--- config.mk ---
export PLATFORM = sky130hd
export DESIGN_NAME = multi_edge_sync_filter_flat
export DESIGN_NICKNAME = d
export VERILOG_FILES = /design/src/rtl/multi_edge_sync_filter_if.sv /design/src/rtl/multi_edge_sync_filter.sv /design/src/flat_wrapper.sv
export SDC_FILE = /design/constraint.sdc
export NUM_CORES = 1
export LEC_CHECK = 0
export CORE_MARGIN = 2
export CORE_UTILIZATION = 50
export CTS_BUF_LIST = sky130_fd_sc_hd__clkbuf_8 sky130_fd_sc_hd__clkbuf_16
export DETAILED_ROUTE_END_ITERATION = 8
export PLACE_DENSITY = 0.79
export SLEW_MARGIN = 20
export SYNTH_ARGS = -nofsm -noshare
export SYNTH_HDL_FRONTEND = slang
export SYNTH_SLANG_ARGS = --single-unit
--- constraint.sdc ---
create_clock -name clk_i -period 3.16 [get_ports clk_i]
set_clock_uncertainty 0.15 [all_clocks]
set_input_delay 0.474 -clock clk_i [delete_from_list [all_inputs] [get_ports clk_i]]
set_output_delay 0.474 -clock clk_i [all_outputs]
set_load 0.02 [all_outputs]
--- src/rtl/multi_edge_sync_filter_if.sv ---
// multi_edge_sync_filter_if
// Bundles the per-channel inputs and outputs of multi_edge_sync_filter.
//   async_i  : raw asynchronous channel inputs
//   en_i     : per-channel pulse enable
//   clr_i    : per-channel write-1-to-clear for sticky_o
//   level_o  : filtered synchronized level
//   pulse_o  : one-cycle pulse per accepted edge
//   sticky_o : latched event flag
//   any_o    : OR of pulse_o
// slave is the filter side, master is the consumer/driver side.
interface multi_edge_sync_filter_if #(
  parameter int WIDTH = 8
);
  logic [WIDTH-1:0] async_i;
  logic [WIDTH-1:0] en_i;
  logic [WIDTH-1:0] clr_i;
  logic [WIDTH-1:0] level_o;
  logic [WIDTH-1:0] pulse_o;
  logic [WIDTH-1:0] sticky_o;
  logic             any_o;

  modport master (
    output async_i, en_i, clr_i,
    input  level_o, pulse_o, sticky_o, any_o
  );

  modport slave (
    input  async_i, en_i, clr_i,
    output level_o, pulse_o, sticky_o, any_o
  );
endinterface

--- src/rtl/multi_edge_sync_filter.sv ---
// multi_edge_sync_filter
// Multi-channel receive-side synchronizer: per channel a SYNC_STAGES flop
// chain, a FILTER_LEN persistence filter, an edge detector that emits
// one-cycle pulses and a software-cleared sticky flag.
//   clk_i  : local clock, all logic in this domain
//   rst_ni : asynchronous active-low reset
//   bus    : multi_edge_sync_filter_if.slave (async_i/en_i/clr_i in,
//            level_o/pulse_o/sticky_o/any_o out)

// One channel. Instantiated as an array by the top.
module mesf_lane #(
  parameter int   SYNC_STAGES = 2,
  parameter int   FILTER_LEN  = 4,
  parameter int   EDGE_MODE   = 0,
  parameter logic RST_VAL     = 1'b0
) (
  input  logic clk_i,
  input  logic rst_ni,
  input  logic async_i,
  input  logic en_i,
  input  logic clr_i,
  output logic level_o,
  output logic pulse_o,
  output logic sticky_o
);
  localparam int CW = $clog2(FILTER_LEN + 1);

  // First two stages are the metastability-resolving pair.
  (* ASYNC_REG = "TRUE" *) logic [1:0] meta_q;
  logic s;

  always_ff @(posedge clk_i or negedge rst_ni) begin
    if (!rst_ni) meta_q <= {2{RST_VAL}};
    else         meta_q <= {meta_q[0], async_i};
  end

  generate
    if (SYNC_STAGES > 2) begin : g_tail
      logic [SYNC_STAGES-3:0] tail_q;
      always_ff @(posedge clk_i or negedge rst_ni) begin
        if (!rst_ni) tail_q <= {(SYNC_STAGES-2){RST_VAL}};
        else         tail_q <= (SYNC_STAGES-2)'({tail_q, meta_q[1]});
      end
      assign s = tail_q[SYNC_STAGES-3];
    end else begin : g_short
      assign s = meta_q[1];
    end
  endgenerate

  logic [CW-1:0] cnt_q;
  logic          level_q, pulse_q, sticky_q;
  logic          accept, edge_ok;

  // cnt_q counts cycles s has already differed from level_q; the current
  // differing cycle makes FILTER_LEN, so accept on FILTER_LEN-1.
  assign accept  = (s != level_q) && (cnt_q == CW'(FILTER_LEN - 1));
  // s is the new level at acceptance, so it alone tells rise from fall.
  assign edge_ok = (EDGE_MODE == 0) ? 1'b1 : (EDGE_MODE == 1) ? s : !s;

  always_ff @(posedge clk_i or negedge rst_ni) begin
    if (!rst_ni) begin
      cnt_q    <= '0;
      level_q  <= RST_VAL;
      pulse_q  <= 1'b0;
      sticky_q <= 1'b0;
    end else begin
      // Gating only the pulse keeps level tracking alive while disabled.
      pulse_q  <= accept && en_i && edge_ok;
      // Set wins over a simultaneous clear.
      sticky_q <= pulse_q | (sticky_q & ~clr_i);
      if (s == level_q) begin
        cnt_q <= '0;
      end else if (accept) begin
        level_q <= s;
        cnt_q   <= '0;
      end else begin
        cnt_q <= cnt_q + 1'b1;
      end
    end
  end

  assign level_o  = level_q;
  assign pulse_o  = pulse_q;
  assign sticky_o = sticky_q;
endmodule

module multi_edge_sync_filter #(
  parameter int   WIDTH       = 8,
  parameter int   SYNC_STAGES = 2,
  parameter int   FILTER_LEN  = 4,
  parameter int   EDGE_MODE   = 0,
  parameter logic RST_VAL     = 1'b0
) (
  input logic                     clk_i,
  input logic                     rst_ni,
  multi_edge_sync_filter_if.slave bus
);
  logic [WIDTH-1:0] async_v, en_v, clr_v;
  logic [WIDTH-1:0] level, pulse, sticky;

  assign async_v = bus.async_i;
  assign en_v    = bus.en_i;
  assign clr_v   = bus.clr_i;

  mesf_lane #(
    .SYNC_STAGES (SYNC_STAGES),
    .FILTER_LEN  (FILTER_LEN),
    .EDGE_MODE   (EDGE_MODE),
    .RST_VAL     (RST_VAL)
  ) u_lane [WIDTH-1:0] (
    .clk_i    (clk_i),
    .rst_ni   (rst_ni),
    .async_i  (async_v),
    .en_i     (en_v),
    .clr_i    (clr_v),
    .level_o  (level),
    .pulse_o  (pulse),
    .sticky_o (sticky)
  );

  assign bus.level_o  = level;
  assign bus.pulse_o  = pulse;
  assign bus.sticky_o = sticky;
  assign bus.any_o    = |pulse;
endmodule

--- src/flat_wrapper.sv ---
// flat-port wrapper written by rule: the top's interface ports become plain ports
module multi_edge_sync_filter_flat 
#(
  parameter int   WIDTH       = 8,
  parameter int   SYNC_STAGES = 2,
  parameter int   FILTER_LEN  = 4,
  parameter int   EDGE_MODE   = 0,
  parameter logic RST_VAL     = 1'b0
)
  (clk_i, rst_ni, bus_async_i, bus_en_i, bus_clr_i, bus_level_o, bus_pulse_o, bus_sticky_o, bus_any_o);
  multi_edge_sync_filter_if #(.WIDTH(WIDTH)) bus_i ();
  input logic clk_i;
  input logic rst_ni;
  input wire logic [$bits(bus_i.async_i)-1:0] bus_async_i;
  input wire logic [$bits(bus_i.en_i)-1:0] bus_en_i;
  input wire logic [$bits(bus_i.clr_i)-1:0] bus_clr_i;
  output wire logic [$bits(bus_i.level_o)-1:0] bus_level_o;
  output wire logic [$bits(bus_i.pulse_o)-1:0] bus_pulse_o;
  output wire logic [$bits(bus_i.sticky_o)-1:0] bus_sticky_o;
  output wire logic [$bits(bus_i.any_o)-1:0] bus_any_o;
  assign bus_i.async_i = bus_async_i;
  assign bus_i.en_i = bus_en_i;
  assign bus_i.clr_i = bus_clr_i;
  assign bus_level_o = bus_i.level_o;
  assign bus_pulse_o = bus_i.pulse_o;
  assign bus_sticky_o = bus_i.sticky_o;
  assign bus_any_o = bus_i.any_o;
  multi_edge_sync_filter #(.WIDTH(WIDTH), .SYNC_STAGES(SYNC_STAGES), .FILTER_LEN(FILTER_LEN), .EDGE_MODE(EDGE_MODE), .RST_VAL(RST_VAL)) u_core (.clk_i(clk_i), .rst_ni(rst_ni), .bus(bus_i));
endmodule
==> impl_metrics.ini, run 1 <==
[global_route]
antenna_found_initial = 0
grt_pass1_vias = 1375
grtUsageTotal_pct = 14.41
grt_pass1_wl_um = 5733
grt_max_degree = 43
grt_overflow = 0

[power_and_ir_drop]
combPwrFrac_pct = 28.8
seq_power_share_pct = 47.4
power_frac_clock_pct = 23.8
total_leakage_power_nw = 1.513
ir_worst_vdd_mv = 0.3887
pwr_density_cell_nw_per_um2 = 749.3
swShare_pct = 28.79
cell_internal_pwr_mw = 1.640
switching_power_mw = 0.6633

[floorplan]
row_count = 25
die_area_sq_um = 5589
dieHeight_um = 74.76
die_x_um = 74.76
start_util_pct = 52.31
coreArea_sq_um = 4786
ios = 51

[cells_and_area]
fin_nets = 247
area_growth_pct = 22.79
final_util_pct = 64.24
layout-drive-gt1-share_pct = 13.43
multi_input_area_sq_um = 691.9
n_fill_cell = 369
seq_area_sq_um = 1602
diodes = 0

[logic_synthesis]
synth.yosys.warnings = 0
yosysMostFrequentCell = dfrtp_1
synthMuxAreaShare_pct = 3.598
synthCells = 174
synth_area_leaders = dfrtp_1 (64%), buf_4 (7.2%), nor2b_4 (4.4%)
syn-num-nets = 208
avgSynthCellArea_sq_um = 14.39
synth_top_area_share_pct = 63.97
ys_top_cells_by_count = dfrtp_1 (64), buf_4 (24), nor3b_1 (13)
synth_top_cell_by_area = dfrtp_1
async_reset_ff_share_pct = 100.0
synthFlopType = dfrtp_1
synth-compound-area-share_pct = 2.399
synth-edff-count = 0
synth_area_sq_um = 2504
ys_ff_latch = 64
yosysSeqAreaShare_pct = 63.97
synth_cell_types = 16
synth-simple-area-share_pct = 13.79
synth_top_family_by_area = simple AND/OR/NAND/NOR gates
synthAdderAreaFrac_pct = 3.998
yosys.area_share.xor_xnor_pct = 3.848

[routing]
drt-initial-drc-count = 48
wl_per_cell_um = 12.59
viasPerCell = 4.707
postRouteAntennaNets = 0
via_count = 1332
drc = 0
routed_wl_um = 3564
drtPass1Iterations = 4

[critical_path]
path_class = flop to output port
arrival_ps = 1790
worstPathCellList = nor4_1, nand2_1, clkdlybuf4s50_1
cp_max_fo = 3
worst_setup_path_end_kind = output port
max_stage_delay_ps = 550
cp-start-kind = flop
required_ps = 2540
slowest_stage = clkdlybuf4s50_1

[timing]
period_share_pct = 76.49
fin_crit_ps = 2417
drv_slew = 0
clock.fmax_mhz = 413.7
whs_ps = 197.2
relSlewSlack_pct = 66.18
setup_viol = 0
setup_tns_ps = 0
rsz0062_at_grt = no
hold_viol_final = 0
worstMarginPinSlew_ps = 507.2

[clocking]
clock-root-buffer = clkbuf_8
post_cts_resized = 0
ctsHoldBuffers = 1
numCtsBuffers = 9
clkLatencyLatePin_ps = 320
cts_sinks = 64
clkTransAtPathRegs_ps = 60
cts_tree = done
htree_levels = 3
postCtsSetupBuffers = 0
cts_max_path_buffers = 2

[placement]
gp_congestion = 0.6853
hpwl_um = 2584
io_buffer_count = 50

[status]
outcome = completed

[hold_path]
hold_path.class = flop to flop

[job]
drv_cap = 0
[state kept, by name, indices dropped and copies added, names as in the netlist]
| register | count |
|---|---|
| u_core.u_lane.cnt_q | 24 |
| u_core.u_lane.pulse_o | 8 |
| u_core.u_lane.level_o | 8 |
| u_core.u_lane.meta_q | 16 |
| u_core.u_lane.sticky_o | 8 |
[power groups by stage]
stage                     Combinational [mW]  Sequential [mW]  Clock, mW
after detailed placement               0.678             1.11          0
after global routing                   0.737             1.11      0.607
after floorplan                        0.517             1.08          0
after global placement                 0.653             1.10          0
after CTS                              0.678             1.09      0.570
final                                  0.664             1.09      0.548
[metal layers]
layer	share of wire [%]	wire length [um]	GRT usage (%)	up-vias
met2	44	1578	22.03	46
met4	2.1	75	8.333	0
li1	-	-	-	636
met3	6.5	233	6.693	9
met1	47	1676	16.79	641
met5	0	0	0	-
[critical path, delay by kind of cell (launching register included)]
kind / cells / cell delay (ps)
flip-flops: 1 / 390
AND/OR/NAND/NOR: 2 / 540
buffers and inverters: 1 / 550
[cell type report]
cell class                      count  area share [%]
Clock inverter                      4          0.5291
Timing Repair Buffer               52           16.69
Tap cell                           67           2.727
Clock buffer                       10           4.477
Multi-Input combinational cell     78           22.51
Sequential cell                    64           52.10
Inverter                            8          0.9768
[worst paths after layout]
| check | endpoint | from | cells after the start | slack, ps |
|---|---|---|---|---|
| setup / recovery | bus_any_o | u_core.u_lane[6].pulse_o | 3 | 740 |
| hold / removal | u_core.u_lane[2].meta_q[1] | u_core.u_lane[2].meta_q[0] | 0 | 200 |
| setup reg to reg | u_core.u_lane[5].level_o | u_core.u_lane[5].cnt_q[0] | 3 | 1840 |
| hold reg to reg | u_core.u_lane[2].meta_q[1] | u_core.u_lane[2].meta_q[0] | 0 | 200 |
| max in group asynchronous | u_core.u_lane[4].sticky_o | rst_ni | 3 | 1460 |
| min in group asynchronous | u_core.u_lane[2].level_o | rst_ni | 2 | 500 |
[cells by family (layout without fill, tap and decap cells)]
family,count (synthesis),in the layout
and+or+nand+nor,43,43
DFF,64,64
xor gates and xnor gates,11,11
buffers and inverters,32,74
AOI/OAI and AO/OA,8,8
adders and majority gates,8,8
muxes,8,8
[through the flow]
stage | instance area, sq um | setup WS (ps) | total power, mW | cells
after floorplan | 2504 | 1736 | 1.600 | 174
after global placement | 2910 | 1114 | 1.753 | 268
after global routing | 3074 | 656.4 | 2.457 | 283
after detailed placement | 2910 | 1069 | 1.784 | 268
after CTS | 3074 | 718.8 | 2.343 | 283
final | 3074 | 742.9 | 2.304 | 283
[placed cells by master, fill, tap and decap left out, drive strengths merged]
cell type,instances
nor2b,8
xor2,3
inv,11
buf,2
xnor2,8
dlygate4sd3,1
nor4,2
ha,8
a21o,8
and3b,5
nor3b,13
clkdlybuf4s50,49
nand2,1
and3,3
clkbuf,10
clkinv,1
mux2,8
nor3,8
and2,3
dfrtp,64
Note: power is estimated with default switching activity, not from simulation.
==> run 2: changes to the inputs <==
--- a/config.mk
+++ b/config.mk
@@ -6,10 +6,10 @@
 export NUM_CORES = 1
 export LEC_CHECK = 0
 export CORE_MARGIN = 2
-export CORE_UTILIZATION = 50
+export CORE_UTILIZATION = 45
 export CTS_BUF_LIST = sky130_fd_sc_hd__clkbuf_8 sky130_fd_sc_hd__clkbuf_16
 export DETAILED_ROUTE_END_ITERATION = 8
-export PLACE_DENSITY = 0.79
+export PLACE_DENSITY = 0.75
 export SLEW_MARGIN = 20
 export SYNTH_ARGS = -nofsm -noshare
 export SYNTH_HDL_FRONTEND = slang
==> constraint.sdc (replaced) <==
create_clock -name clk_i -period 2 [get_ports clk_i]
set_clock_uncertainty 0.15 [all_clocks]
set_input_delay 0.3 -clock clk_i [delete_from_list [all_inputs] [get_ports clk_i]]
set_output_delay 0.3 -clock clk_i [all_outputs]
set_load 0.02 [all_outputs]
==> run 2 against run 1 <==
Worst hold slack worse by 3.8 ps; flip-flop and latch count unchanged; first-iteration DRC count fell by 29%; register-to-register slack worse by 1200 ps; power is 66% higher.
==> impl_metrics.ini, run 2 (synthesis results as in run 1) <==
[status]
outcome = completed

[clocking]
cts_sinks = 64
clkLatencyLatePin_ps = 330
clkTransAtPathRegs_ps = 70
clock-root-buffer = clkbuf_8
htree_levels = 3
cts_max_path_buffers = 2
cts_tree = done
numCtsBuffers = 9

[floorplan]
row_count = 27
ios = 51
die_x_um = 78.59
dieHeight_um = 78.59
die_area_sq_um = 6176
coreArea_sq_um = 5439
start_util_pct = 46.03

[timing]
relSlewSlack_pct = 77.32
setup_tns_ps = 0
hold_viol_final = 0
setup_viol = 0
worstMarginPinSlew_ps = 337.7
fin_crit_ps = 1816
drv_slew = 0
rsz0062_at_grt = no
period_share_pct = 90.79
clock.fmax_mhz = 550.7

[global_route]
grt_overflow = 0
grt_pass1_vias = 1315
antenna_found_initial = 0
grt_max_degree = 65
grt_pass1_wl_um = 6078
grtUsageTotal_pct = 13.65

[critical_path]
required_ps = 1550
timing.rr.end = u_core.u_lane[6].level_o
reg2reg_setup_slack_ps = 680
cpLargestDelayFamily = buffers and inverters
reg2reg_depth = 3
worstPathCellList = clkdlybuf4s50_1
worst_setup_path_end_kind = output port
arrival_ps = 1370
cp_max_fo = 4
path_class = flop to output port
slowest_stage = clkdlybuf4s50_1
cp-start-kind = flop
path_buf_inv = 1
r2r-start = u_core.u_lane[6].cnt_q[0]
max_stage_delay_ps = 630

[hold_path]
hold_path.class = flop to flop
worst_hold_path.num_cells = 0
hold_start = u_core.u_lane[2].meta_q[0]
min_to = u_core.u_lane[2].meta_q[1]

[routing]
postRouteAntennaNets = 0
routed_wl_um = 3770
via_count = 1330
drtPass1Iterations = 4
drt-initial-drc-count = 34
wl_per_cell_um = 13.04
viasPerCell = 4.602
drc = 0

[cells_and_area]
fin_nets = 247
multi_input_area_sq_um = 704.4
final_cells = 289
layout-drive-gt1-share_pct = 16.13
area_growth_pct = 25.14
seq_area_sq_um = 1602
n_fill_cell = 465
reg.largest.list = u_core.u_lane.cnt_q x24, u_core.u_lane.meta_q x16
diodes = 0
layout_commonest_cell = dfrtp_1
regMostFlops = u_core.u_lane.cnt_q
largest_reg_flops = 24
layout_common_cells = dfrtp_1 (64), clkdlybuf4s50_1 (48), nor3b_1 (13), clkbuf_8 (10), inv_1 (9)

[power_and_ir_drop]
seq_power_share_pct = 45.1
cell_internal_pwr_mw = 2.725
switching_power_mw = 1.095
combPwrFrac_pct = 27.5
pwr_density_cell_nw_per_um2 = 1219
swShare_pct = 28.67
power_frac_clock_pct = 27.5
total_leakage_power_nw = 1.533
ir_worst_vdd_mv = 0.7129

[placement]
hpwl_um = 2666
dp_cells = 273
io_buffer_count = 50
gp_congestion = 0.7111

[job]
drv_cap = 0
[run 2: routing by layer]
metal | GRT usage (%) | routed length, um
met1 | 15.59 | 1629
met3 | 6.207 | 270
met5 | 0 | 0
met4 | 8.421 | 46
met2 | 20.85 | 1824
[run 2: power groups by stage]
stage                     Combinational [mW]  Sequential (mW)  Clock [mW]
after floorplan                        0.817             1.71           0
after global placement                  1.04             1.74           0
after detailed placement                1.07             1.75           0
after CTS                               1.07             1.73        1.08
after global routing                    1.15             1.76        1.14
final                                   1.05             1.72        1.05
[run 2: cell type report]
cell class	count	area share [%]
Clock buffer	10	4.393
Inverter	8	0.9585
Multi-Input combinational cell	78	22.48
Sequential cell	64	51.12
Timing Repair Buffer	52	16.61
Tap cell	72	2.875
Clock inverter	5	1.558
[run 2: timing repair]
item	in CTS	in global routing
buffers inserted	0	0
hold buffers	1	0
pin swaps	1	0
endpoints found under the setup margin	1	1
hold endpoints to repair	64	0
gates resized for setup	3	2
[run 2: metrics by stage]
step                      cell area [sq um]  total power [mW]  hold slack, ps  setup slack, ps  utilization [%]
final                                  3133             3.820           193.3            184.1            57.60
after global routing                   3133             4.051           200.1            114.1            57.60
after detailed placement               2929             2.820           184.7            87.85            53.85
after global placement                 2929             2.779           182.5            75.44            53.85
after CTS                              3132             3.885           192.8            24.86            57.58
after floorplan                        2504             2.528          -145.6            750.1                -
[run 2: how the worst max path moves through the flow]
stage                        startpoint        endpoint  slack (ps)  cells past startpoint
6_report       u_core.u_lane[2].level_o  bus_level_o[2]         180                      1
5_1_grt        u_core.u_lane[2].level_o  bus_level_o[2]         110                      1
4_1_cts        u_core.u_lane[1].pulse_o       bus_any_o          20                      3
3_5_place_dp   u_core.u_lane[2].pulse_o       bus_any_o          90                      3
3_3_place_gp   u_core.u_lane[2].pulse_o       bus_any_o          80                      3
2_1_floorplan  u_core.u_lane[6].pulse_o       bus_any_o         750                      2
==> patch: new RTL, flow settings as in run 2 <==
Make the reset (`rst_ni`) synchronous in 3 clocked blocks. Comments in the files are not updated.
--- a/src/rtl/multi_edge_sync_filter.sv
+++ b/src/rtl/multi_edge_sync_filter.sv
@@ -31,3 +31,3 @@
 
-  always_ff @(posedge clk_i or negedge rst_ni) begin
+  always_ff @(posedge clk_i) begin
     if (!rst_ni) meta_q <= {2{RST_VAL}};
@@ -39,3 +39,3 @@
       logic [SYNC_STAGES-3:0] tail_q;
-      always_ff @(posedge clk_i or negedge rst_ni) begin
+      always_ff @(posedge clk_i) begin
         if (!rst_ni) tail_q <= {(SYNC_STAGES-2){RST_VAL}};
@@ -59,3 +59,3 @@
 
-  always_ff @(posedge clk_i or negedge rst_ni) begin
+  always_ff @(posedge clk_i) begin
     if (!rst_ni) begin
Behaviour: differs if rst_ni is asserted again (counterexample within 10 cycles, from zero or initial values and one cycle with rst_ni low); with rst_ni held inactive, the same outputs for 10 cycles.
==> patch against run 2 <==
Wire length shrank 8.6%; hold slack gained 0.081 ns; setup slack gained 0.043 ns; synthesized area shrank 1.2%; final area shrank 4.1%; count of clock-buffer cells in the layout is the same; register-to-register slack lost 0.06 ns; sequential cell count is the same; critical endpoint is now bus_any_o; largest cell class unchanged.
Power is not compared: it rests on default switching activity, and its combinational part moved more than twofold at a synthesized area within 25%.
==> patch: results <==
[outcome]
status = "finished clean"

[logic_synthesis]
ys.flop_type = "dfxtp_1"
postSynthAreaPerCell_um2 = 11.3
synthArstFlopShare_pct = 0
synth_cell_type_count = 20
syn_nets = 260
yosys-top-cells-count = "64 x dfxtp_1, 26 x buf_4, 16 x and2_1, 16 x ha_1, 16 x nor4b_1"
synth.area.top_cells = "dfxtp_1 52%, ha_1 8.1%, buf_4 7.9%"
ys_seq_area_share_pct = 51.8

[timing]
tightest_slew_ns = 0.371

[final_layout]
regArea_um2 = 1280
drive_above_1_share_pct = 6.35
nFillCells = 469
fin_cells = 322
num-nonclk-buffers = 51
fin_nets = 291
seq_cells = 64
multi_input_area_share_pct = 31.2
multi_input_gates = 115
clkCellAreaFrac_pct = 5.12
bufAreaShareNonClock_pct = 17.1

[routing]
dr.first_iter.drc_count = 61
wirelength_um = 3450
vias = 1477

[critical_path]
path_delay_family = "simple AND/OR/NAND/NOR gates"
worst-path-max-fanout = 3
max_stage_delay_ns = 0.33
crit_arrival_ns = 1.32
crit_slowest_cell = "dfxtp_1"
r2r_cells = 4

[hold_path]
worstHoldPathCells = 1

[grt]
grt_pass1_wl_um = 5890
grt_pass1_vias = 1370
track_usage_pct = 12.3

[placement]
place_inst = 308
gp_congestion = 0.677
place_hpwl_um = 2330

[cts]
htreeDepth = 3
clk_latency_ns = 0.31
==> patch: power groups by stage <==
stage / Sequential, mW / Clock [mW] / Combinational (mW)
2_1_floorplan: 1.33 / 0 / 0.0485
3_3_place_gp: 1.33 / 0 / 0.100
3_5_place_dp: 1.33 / 0 / 0.101
4_1_cts: 1.30 / 0.902 / 0.102
5_1_grt: 1.30 / 0.974 / 0.110
6_report: 1.30 / 0.863 / 0.100
==> patch: cell families (layout without fill, tap and decap cells) <==
family	count (synthesis)	count (layout)	share of synthesized area, %
buffers and inverters	39	73	10.6
DFF	64	64	51.8
AOI/OAI and AO/OA	8	8	2.43
xor gates and xnor gates	8	8	2.83
muxes	8	8	3.24
adders and majority gates	16	16	8.09
and+or+nand+nor	75	75	21.0
==> patch: worst paths after layout <==
kind / from / endpoint / slack, ns
max: u_core.u_lane[6].pulse_o / bus_any_o / 0.23
min: u_core.u_lane[0].meta_q[0] / u_core.u_lane[0].meta_q[1] / 0.27
max reg2reg: u_core.u_lane[6].cnt_q[0] / u_core.u_lane[6].level_o / 0.62
min reg2reg: u_core.u_lane[0].meta_q[0] / u_core.u_lane[0].meta_q[1] / 0.27
==> patch: stage by stage <==
stage / setup WS (ns) / area (um^2) / total power, mW
6_report: 0.227 / 3000 / 2.27
5_1_grt: 0.138 / 3000 / 2.39
4_1_cts: 0.177 / 3000 / 2.31
3_5_place_dp: 0.269 / 2850 / 1.43
3_3_place_gp: 0.278 / 2850 / 1.43
2_1_floorplan: 0.710 / 2470 / 1.38
==> patch: repair_timing <==
item / CTS / global route
hold buffers: 0 / 0
resized for setup: 2 / 0
endpoints found under the setup margin: 1 / 0
==> patch: metal layers <==
layer,routed length [um],up-vias,global-route usage (%)
met1,1670,655,15.4
li1,-,775,-
met4,72,0,7.37
met2,1510,41,18.9
met3,196,6,3.56
met5,0,-,0
